### src/rtl/shift_unit_arbiter.sv
// Round-robin arbiter that shares one LVL-stage barrel shifter among NREQ requesters.
// Define SHIFT_ARB_ROTATE_EN to build the rotate-right stage; otherwise op 11 passes through and flags rsp_err.
module shift_unit_arbiter #(
  parameter int N    = 32,
  parameter int LVL  = 5,
  parameter int NREQ = 4,
  localparam int IDW = $clog2(NREQ)
) (
  input  logic                  clk,
  input  logic                  rst_n,
  input  logic [NREQ-1:0]       req_valid,
  output logic [NREQ-1:0]       req_ready,
  input  logic [NREQ*N-1:0]     req_data,
  input  logic [NREQ*LVL-1:0]   req_amt,
  input  logic [NREQ*2-1:0]     req_op,
  output logic                  rsp_valid,
  input  logic                  rsp_ready,
  output logic [N-1:0]          rsp_data,
  output logic [IDW-1:0]        rsp_id,
  output logic                  rsp_err
);

  logic [IDW-1:0]      ptr;
  logic                accept;
  logic                xfer;
  logic [IDW-1:0]      cand;
  logic                vld_p0;
  logic [IDW-1:0]      win_id_p0;
  logic [N-1:0]        opnd_p0;
  logic [LVL-1:0]      amt_p0;
  logic [1:0]          op_p0;
  logic signed [N-1:0] shf_p0;
  logic                err_p0;

  assign accept = !rsp_valid || rsp_ready;

  // Stage p0: round-robin search starting at ptr, then operand select and shift.
  always_comb begin
    vld_p0    = 1'b0;
    win_id_p0 = '0;
    cand      = '0;
    for (int k = 0; k < NREQ; k++) begin
      cand = IDW'((int'(ptr) + k) % NREQ);
      if (!vld_p0 && req_valid[cand]) begin
        vld_p0    = 1'b1;
        win_id_p0 = cand;
      end
    end
  end

  assign xfer = rst_n && accept && vld_p0;

  always_comb begin
    req_ready = '0;
    if (xfer) req_ready[win_id_p0] = 1'b1;
  end

  assign opnd_p0 = req_data[int'(win_id_p0)*N +: N];
  assign amt_p0  = req_amt[int'(win_id_p0)*LVL +: LVL];
  assign op_p0   = req_op[int'(win_id_p0)*2 +: 2];

  // Each amount bit selects one power-of-two stage; arithmetic fill comes from the signed MSB.
  always_comb begin
    shf_p0 = opnd_p0;
    err_p0 = 1'b0;
`ifndef SHIFT_ARB_ROTATE_EN
    if (op_p0 == 2'b11) err_p0 = 1'b1;
`endif
    for (int l = 0; l < LVL; l++) begin
      if (amt_p0[l]) begin
        case (op_p0)
          2'b00:   shf_p0 = shf_p0 >> (1 << l);
          2'b01:   shf_p0 = shf_p0 >>> (1 << l);
          2'b10:   shf_p0 = shf_p0 << (1 << l);
`ifdef SHIFT_ARB_ROTATE_EN
          default: shf_p0 = (shf_p0 >> (1 << l)) | (shf_p0 << (N - (1 << l)));
`else
          default: shf_p0 = shf_p0;
`endif
        endcase
      end
    end
  end

  // Stage p1: single result slot; drain and refill may happen on the same edge.
  always_ff @(posedge clk) begin
    if (!rst_n) begin
      rsp_valid <= 1'b0;
      rsp_data  <= '0;
      rsp_id    <= '0;
      rsp_err   <= 1'b0;
      ptr       <= '0;
    end else if (xfer) begin
      rsp_valid <= 1'b1;
      rsp_data  <= shf_p0;
      rsp_id    <= win_id_p0;
      rsp_err   <= err_p0;
      ptr       <= (win_id_p0 == IDW'(NREQ - 1)) ? '0 : win_id_p0 + 1'b1;
    end else if (rsp_ready) begin
      rsp_valid <= 1'b0;
    end
  end

endmodule

### config.mk
export PLATFORM = sky130hd
export DESIGN_NAME = shift_unit_arbiter
export DESIGN_NICKNAME = d
export VERILOG_FILES = /design/src/rtl/shift_unit_arbiter.sv
export SDC_FILE = /design/constraint.sdc
export NUM_CORES = 1
export LEC_CHECK = 0
export ABC_AREA = 1
export CAP_MARGIN = 20
export CORE_ASPECT_RATIO = 0.75
export CORE_UTILIZATION = 32
export CTS_CLUSTER_DIAMETER = 50
export DETAILED_ROUTE_END_ITERATION = 7
export GPL_TIMING_DRIVEN = 0
export PLACE_DENSITY = 0.66
export SLEW_MARGIN = 20
export SYNTH_ARGS = -nofsm -noshare
export SYNTH_HDL_FRONTEND = slang
export SYNTH_SLANG_ARGS = --single-unit
### constraint.sdc
create_clock -name clk -period 3.9 [get_ports clk]
set_clock_uncertainty 0.15 [all_clocks]
set_input_delay 0.78 -clock clk [delete_from_list [all_inputs] [get_ports clk]]
set_output_delay 0.78 -clock clk [all_outputs]
set_load 0.1 [all_outputs]
==> summary.md, run 1 <==
| Metric | Value |
|---|---|
| Register-to-register setup slack | `0.19 ns` |
| Die Ht | `127 um` |
| Status | `finished clean` |
| Final hold violations | `0` |
| Register area share after synthesis | `11.4%` |
| Max-cap check violation count | `0` |
| CP Launch Type | `input port` |
| Syn_area_per_cell | `5.13 um2` |
| Placed cell area | `9050 um2` |
| Post-synthesis cell type count | `38` |
| Nets | `1729` |
| Worst Path Max Fanout | `10` |
| Yosys reg bits | `38` |
| Dpl ws | `-1.44 ns` |
| FMAX | `268 MHz` |
| Chip Width | `169 um` |
| Setup_tns | `0 ns` |
| Ys Warns | `0` |
| Routed WL | `33100 um` |
| Ports | `203` |
| Number of clock sinks | `38` |
| Tmin final | `3.74 ns` |
| N_diodes | `0` |
| Clock-pin slew on the worst setup and hold paths | `0.05 ns` |
| Vias | `10000` |
| Post-synth net total | `1469` |
| Clock Latency Late Sink | `0.28 ns` |
| CTS tree | `yes` |
| All-layer global routing usage | `30.2%` |
| Endpoints failing setup | `0` |
| Cell Area, Synth | `6680 um2` |
| Pin slew with the least headroom to its limit | `0.999 ns` |
| Hold/Removal Path Class | `register to register` |
| Element type at the critical path end | `register` |
| Core ar. | `20300 um2` |
| Tcrit/Tclk final | `95.8%` |
| Starting Density | `32.9%` |
| Fill cells | `2082` |
| Routed Antenna Nets | `0` |
| First-pass GRT wire length | `50300 um` |
| Max-slew headroom | `33.2%` |
| Initial antenna violation count | `0` |
| Area Overhead vs Synth | `60.7%` |
| Die area | `21500 um2` |
| Grt total ovfl | `0` |
| Final Max Tran Viols | `0` |
| Final Non-Filler Cells | `1844` |
| Arrival time at the worst endpoint | `3.76 ns` |
| Row count | `45` |
| DRC | `0` |
| H-tree lvl count | `2` |
| CP required | `3.93 ns` |
| Post-Syn Instances | `1302` |
| Initial DRC Count | `1155` |
| Kind of critical path | `input port to register` |
| Largest net degree at the start of global routing | `12` |
| DR pass1 iterations | `6` |
| Share of cells above drive strength 1 | `23.6%` |
| Setup WS post-layout | `0.164 ns` |
| Routed wire length per instance | `18.0 um` |
| Final Cell Area | `10700 um2` |
| CTS buffer count | `5` |
| Final GP Congestion | `0.988` |
| Post-DP HPWL | `25700 um` |
| Placed cells | `1785` |
| CTS Buffer Depth | `2` |
| IO buf count | `201` |
| Clk root buf | `clkbuf_16` |
| # hold bufs at CTS | `0` |
| Post-DR vias/cell | `5.44` |
| Vias in the first global route | `9159` |
sequential cells by signal, summed over array words and instances, names as in the netlist:
name and flops:
rsp_data 32, ptr 2, rsp_id 2, rsp_err 1, rsp_valid 1
metal layers:
metal  global-route usage, %  up-vias  wire, um
met3                    9.42       48      4150
met4                    5.03        0       371
li1                        -     4769         -
met5                       0        -         0
met1                    43.5     4616     15000
met2                    43.8      600     13600
worst paths after layout:
path	startpoint	end	depth (start not counted)
setup / recovery	req_valid[0]	rsp_data[25]	21
hold / removal	rsp_data[16]	rsp_data[16]	2
hold reg to reg	rsp_data[16]	rsp_data[16]	2
setup reg to reg	ptr[0]	rsp_data[25]	19
per-stage QoR:
| step | utilization (%) | hold slack, ns |
|---|---|---|
| finish | 52.8 | 0.329 |
| global route | 52.8 | 0.351 |
| CTS | 49.0 | 0.331 |
| detailed placement | 44.5 | 0.322 |
| global placement | 44.5 | 0.317 |
| floorplan | - | 0.391 |
synth_stat cells (all sizes together):
library cell | count | share of area, %
ha | 4 | 0.75
a32o | 1 | 0.17
clkbuf | 24 | 1.3
o211ai | 20 | 2.4
o31ai | 1 | 0.11
a22oi | 1 | 0.11
o21ai | 44 | 3.4
a21oi | 65 | 4.9
nand2 | 562 | 33
nor3 | 1 | 0.075
nor2 | 65 | 5.5
o22ai | 3 | 0.37
nand4 | 57 | 5.3
and2 | 3 | 0.28
nand3 | 223 | 18
dfxtp | 38 | 11
inv | 123 | 6.9
buf | 55 | 5.5
clkinv | 3 | 0.17
or2 | 7 | 0.66
a32oi | 2 | 0.49
critical path: stages:
cell	delay, ns
clkbuf_2	0.10
inv_2	0.05
nand2_1	0.06
nand2_1	0.07
nand2_1	0.07
nand2_2	0.06
nand2_4	0.08
nand2_2	0.06
nand2_4	0.08
nand3_4	0.19
buf_12	0.22
buf_12	0.14
or2_2	0.27
o211ai_1	0.10
nand2_2	0.10
buf_4	0.16
nand2_1	0.29
clkbuf_1	0.49
nand2_1	0.15
a21oi_2	0.18
nor2_1	0.05
cells in the final DEF (no fill, tap or decap), types with 7 or more instances in the layout:
master           instances
clkbuf_1                11
nand4_1                 57
nand3_2                 67
nand2_1                479
nor2_1                  45
o21ai_1                 14
inv_2                   12
nand3_1                144
inv_1                  106
o211ai_1                18
nand2_2                 70
nor2_4                  11
nand2_4                 12
o21ai_0                 14
a21oi_1                 59
buf_2                   13
nand3_4                 12
clkbuf_2                15
clkdlybuf4s50_1        193
dfxtp_1                 37
buf_8                   12
buf_4                   55
buf_12                  10
clkbuf_4                 7
buf_6                   13
o21ai_2                 15
logic make-up after synthesis:
logic type / share of synthesized area [%]
compound gates: 11.9
fa+ha+maj: 0.749
flops: 11.4
simple gates: 62.0
buf+inv: 13.9
area by class of cell:
cell class | count | area (um2) | share of cell area (%)
multi-input cells | 1059 | 5760 | 53.7
repair buffers | 253 | 2480 | 23.1
flip-flops and latches | 38 | 762 | 7.10
plain buffers | 79 | 708 | 6.60
inverters | 126 | 500 | 4.66
well taps | 282 | 353 | 3.29
clock buffers | 6 | 139 | 1.29
clock inverters | 1 | 30.0 | 0.280
what timing repair did:
action	CTS	global route
gates resized for setup	161	181
pin swaps	23	73
buffers inserted	27	20
cloned	4	1
setup endpoints to repair	36	36
hold endpoints to repair	0	0
Power of run 1 is not shown: default switching activity piles up to over one toggle a cycle in this logic, so the estimate is an artifact.
==> inputs of run 2 (changes only) <==
--- a/config.mk
+++ b/config.mk
@@ -8,6 +8,7 @@
 export ABC_AREA = 1
 export CAP_MARGIN = 20
 export CORE_ASPECT_RATIO = 0.75
+export CORE_MARGIN = 4
 export CORE_UTILIZATION = 32
 export CTS_CLUSTER_DIAMETER = 50
 export DETAILED_ROUTE_END_ITERATION = 7
==> summary.md, run 2 (synthesized netlist as in run 1, its figures left out) <==
| Metric | Value |
|---|---|
| Status | `finished clean` |
| Largest net degree at the start of global routing | `12` |
| Ports | `203` |
| Tmin final | `3.79 ns` |
| FF-to-FF path depth | `26` |
| Vias in the first global route | `9219` |
| Starting Density | `32.8%` |
| Hold path depth | `2` |
| CTS buffer count | `5` |
| Arrival time at the worst endpoint | `3.82 ns` |
| Routed wire length per instance | `18.5 um` |
| DRC | `0` |
| IO buf count | `201` |
| Kind of critical path | `input port to register` |
| Routed WL | `34100 um` |
| N_diodes | `0` |
| All-layer global routing usage | `27.8%` |
| Row count | `45` |
| Commonest non-fill, non-tap cell in the layout | `nand2_1` |
| Number of clock sinks | `38` |
| Regs by FF count | `rsp_data x32, ptr x2, rsp_id x2` |
| Final hold violations | `0` |
| Initial DRC Count | `1193` |
| Post-DR vias/cell | `5.39` |
| H-tree lvl count | `2` |
| DR pass1 iterations | `5` |
| Area Overhead vs Synth | `59.4%` |
| Register-to-register setup slack | `0.17 ns` |
| CP required | `3.93 ns` |
| Worst R2R End | `rsp_data[21]` |
| Reg2reg start | `ptr[0]` |
| Max-cap check violation count | `0` |
| Endpoints failing setup | `0` |
| Worst Path Max Fanout | `10` |
| Die Ht | `133 um` |
| Critical Path Start | `req_valid[2]` |
| Clock-pin slew on the worst setup and hold paths | `0.06 ns` |
| Element type at the critical path end | `register` |
| First-pass GRT wire length | `51700 um` |
| Hold wc startpoint | `rsp_id[1]` |
| Nets | `1733` |
| Setup WS post-layout | `0.111 ns` |
| Tcrit/Tclk final | `97.2%` |
| # hold bufs at CTS | `0` |
| Grt total ovfl | `0` |
| Share of cells above drive strength 1 | `21.6%` |
| Max-slew headroom | `33.1%` |
| Dpl ws | `-1.45 ns` |
| Final GP Congestion | `1.00` |
| Hold path endpoint | `rsp_id[1]` |
| Vias | `9967` |
| CTS Buffer Depth | `2` |
| Pin slew with the least headroom to its limit | `1.00 ns` |
| Chip Width | `175 um` |
| Max FFs per register | `32` |
| Final Max Tran Viols | `0` |
| CP Launch Type | `input port` |
| Die area | `23300 um2` |
| Hold/Removal Path Class | `register to register` |
| Post-DP HPWL | `27000 um` |
| Core ar. | `20400 um2` |
| Commonest cells after routing, fill and taps aside | `491 x nand2_1, 193 x clkdlybuf4s50_1, 163 x nand3_1` |
| Initial antenna violation count | `0` |
| Routed Antenna Nets | `0` |
| Fill cells | `2140` |
| CTS tree | `yes` |
| Reg with most FFs | `rsp_data` |
| Clock Latency Late Sink | `0.29 ns` |
| FMAX | `264 MHz` |
| Clk root buf | `clkbuf_16` |
## run 2: stage by stage
stage	cell area, um2	TNS, ns	instances	hold WS, ns	util, %
6_report	10600	0	1848	0.329	52.2
5_1_grt	10600	-0.0962	1848	0.352	52.2
4_1_cts	9980	-0.00886	1828	0.334	49.0
3_5_place_dp	9050	-29.61	1785	0.324	44.4
3_3_place_gp	9050	-29.54	1785	0.316	44.4
2_1_floorplan	6680	-1.02	1302	0.391	-
## run 2: layout make-up
type	count	area [um2]	area share [%]
clock inverter	1	30.0	0.282
buffer	79	667	6.26
sequential	38	762	7.16
tap	282	353	3.31
inverter	126	487	4.57
multi-input combinational	1059	5670	53.2
timing repair buffer	257	2540	23.9
clock buffer	6	139	1.30
## run 2: timing repair
item / CTS / global route
gates resized for setup: 150 / 164
endpoints found under the setup margin: 36 / 36
endpoints found under the hold margin: 0 / 0
pin swaps: 24 / 61
cloned: 3 / 0
buffers inserted: 33 / 20
## run 2: worst max-delay path, cell delays in order
cell	delay, ns
buf_6	0.10
inv_2	0.06
nand2_2	0.07
nand3_2	0.10
nand2_2	0.07
nand2_2	0.10
nand2_2	0.07
nand2_4	0.07
nand3_4	0.13
buf_12	0.16
buf_8	0.12
bufbuf_16	0.25
a21oi_1	0.15
a32o_2	0.26
nor2_4	0.07
buf_12	0.15
nor2_4	0.27
buf_6	0.15
clkbuf_8	0.17
nand2_1	0.08
nand4_1	0.12
nand2_1	0.09
a21oi_2	0.17
nor2_1	0.05
## run 2: worst max-delay path by stage
stage | to | slack, ns
after floorplan | req_ready[2] | -0.34
after global placement | req_ready[3] | -1.45
after detailed placement | req_ready[3] | -1.45
after CTS | rsp_data[21] | -0.009
after global routing | rsp_data[12] | -0.03
final | rsp_data[27] | 0.11
## run 2: metal layers
layer / track usage (%) / vias up / wire (um)
met5: 0 / - / 0
met4: 4.40 / 0 / 516
met3: 8.31 / 45 / 4360
met2: 39.9 / 563 / 13700
met1: 41.4 / 4592 / 15500
li1: - / 4767 / -
Power of run 2 is left out for the same reason.
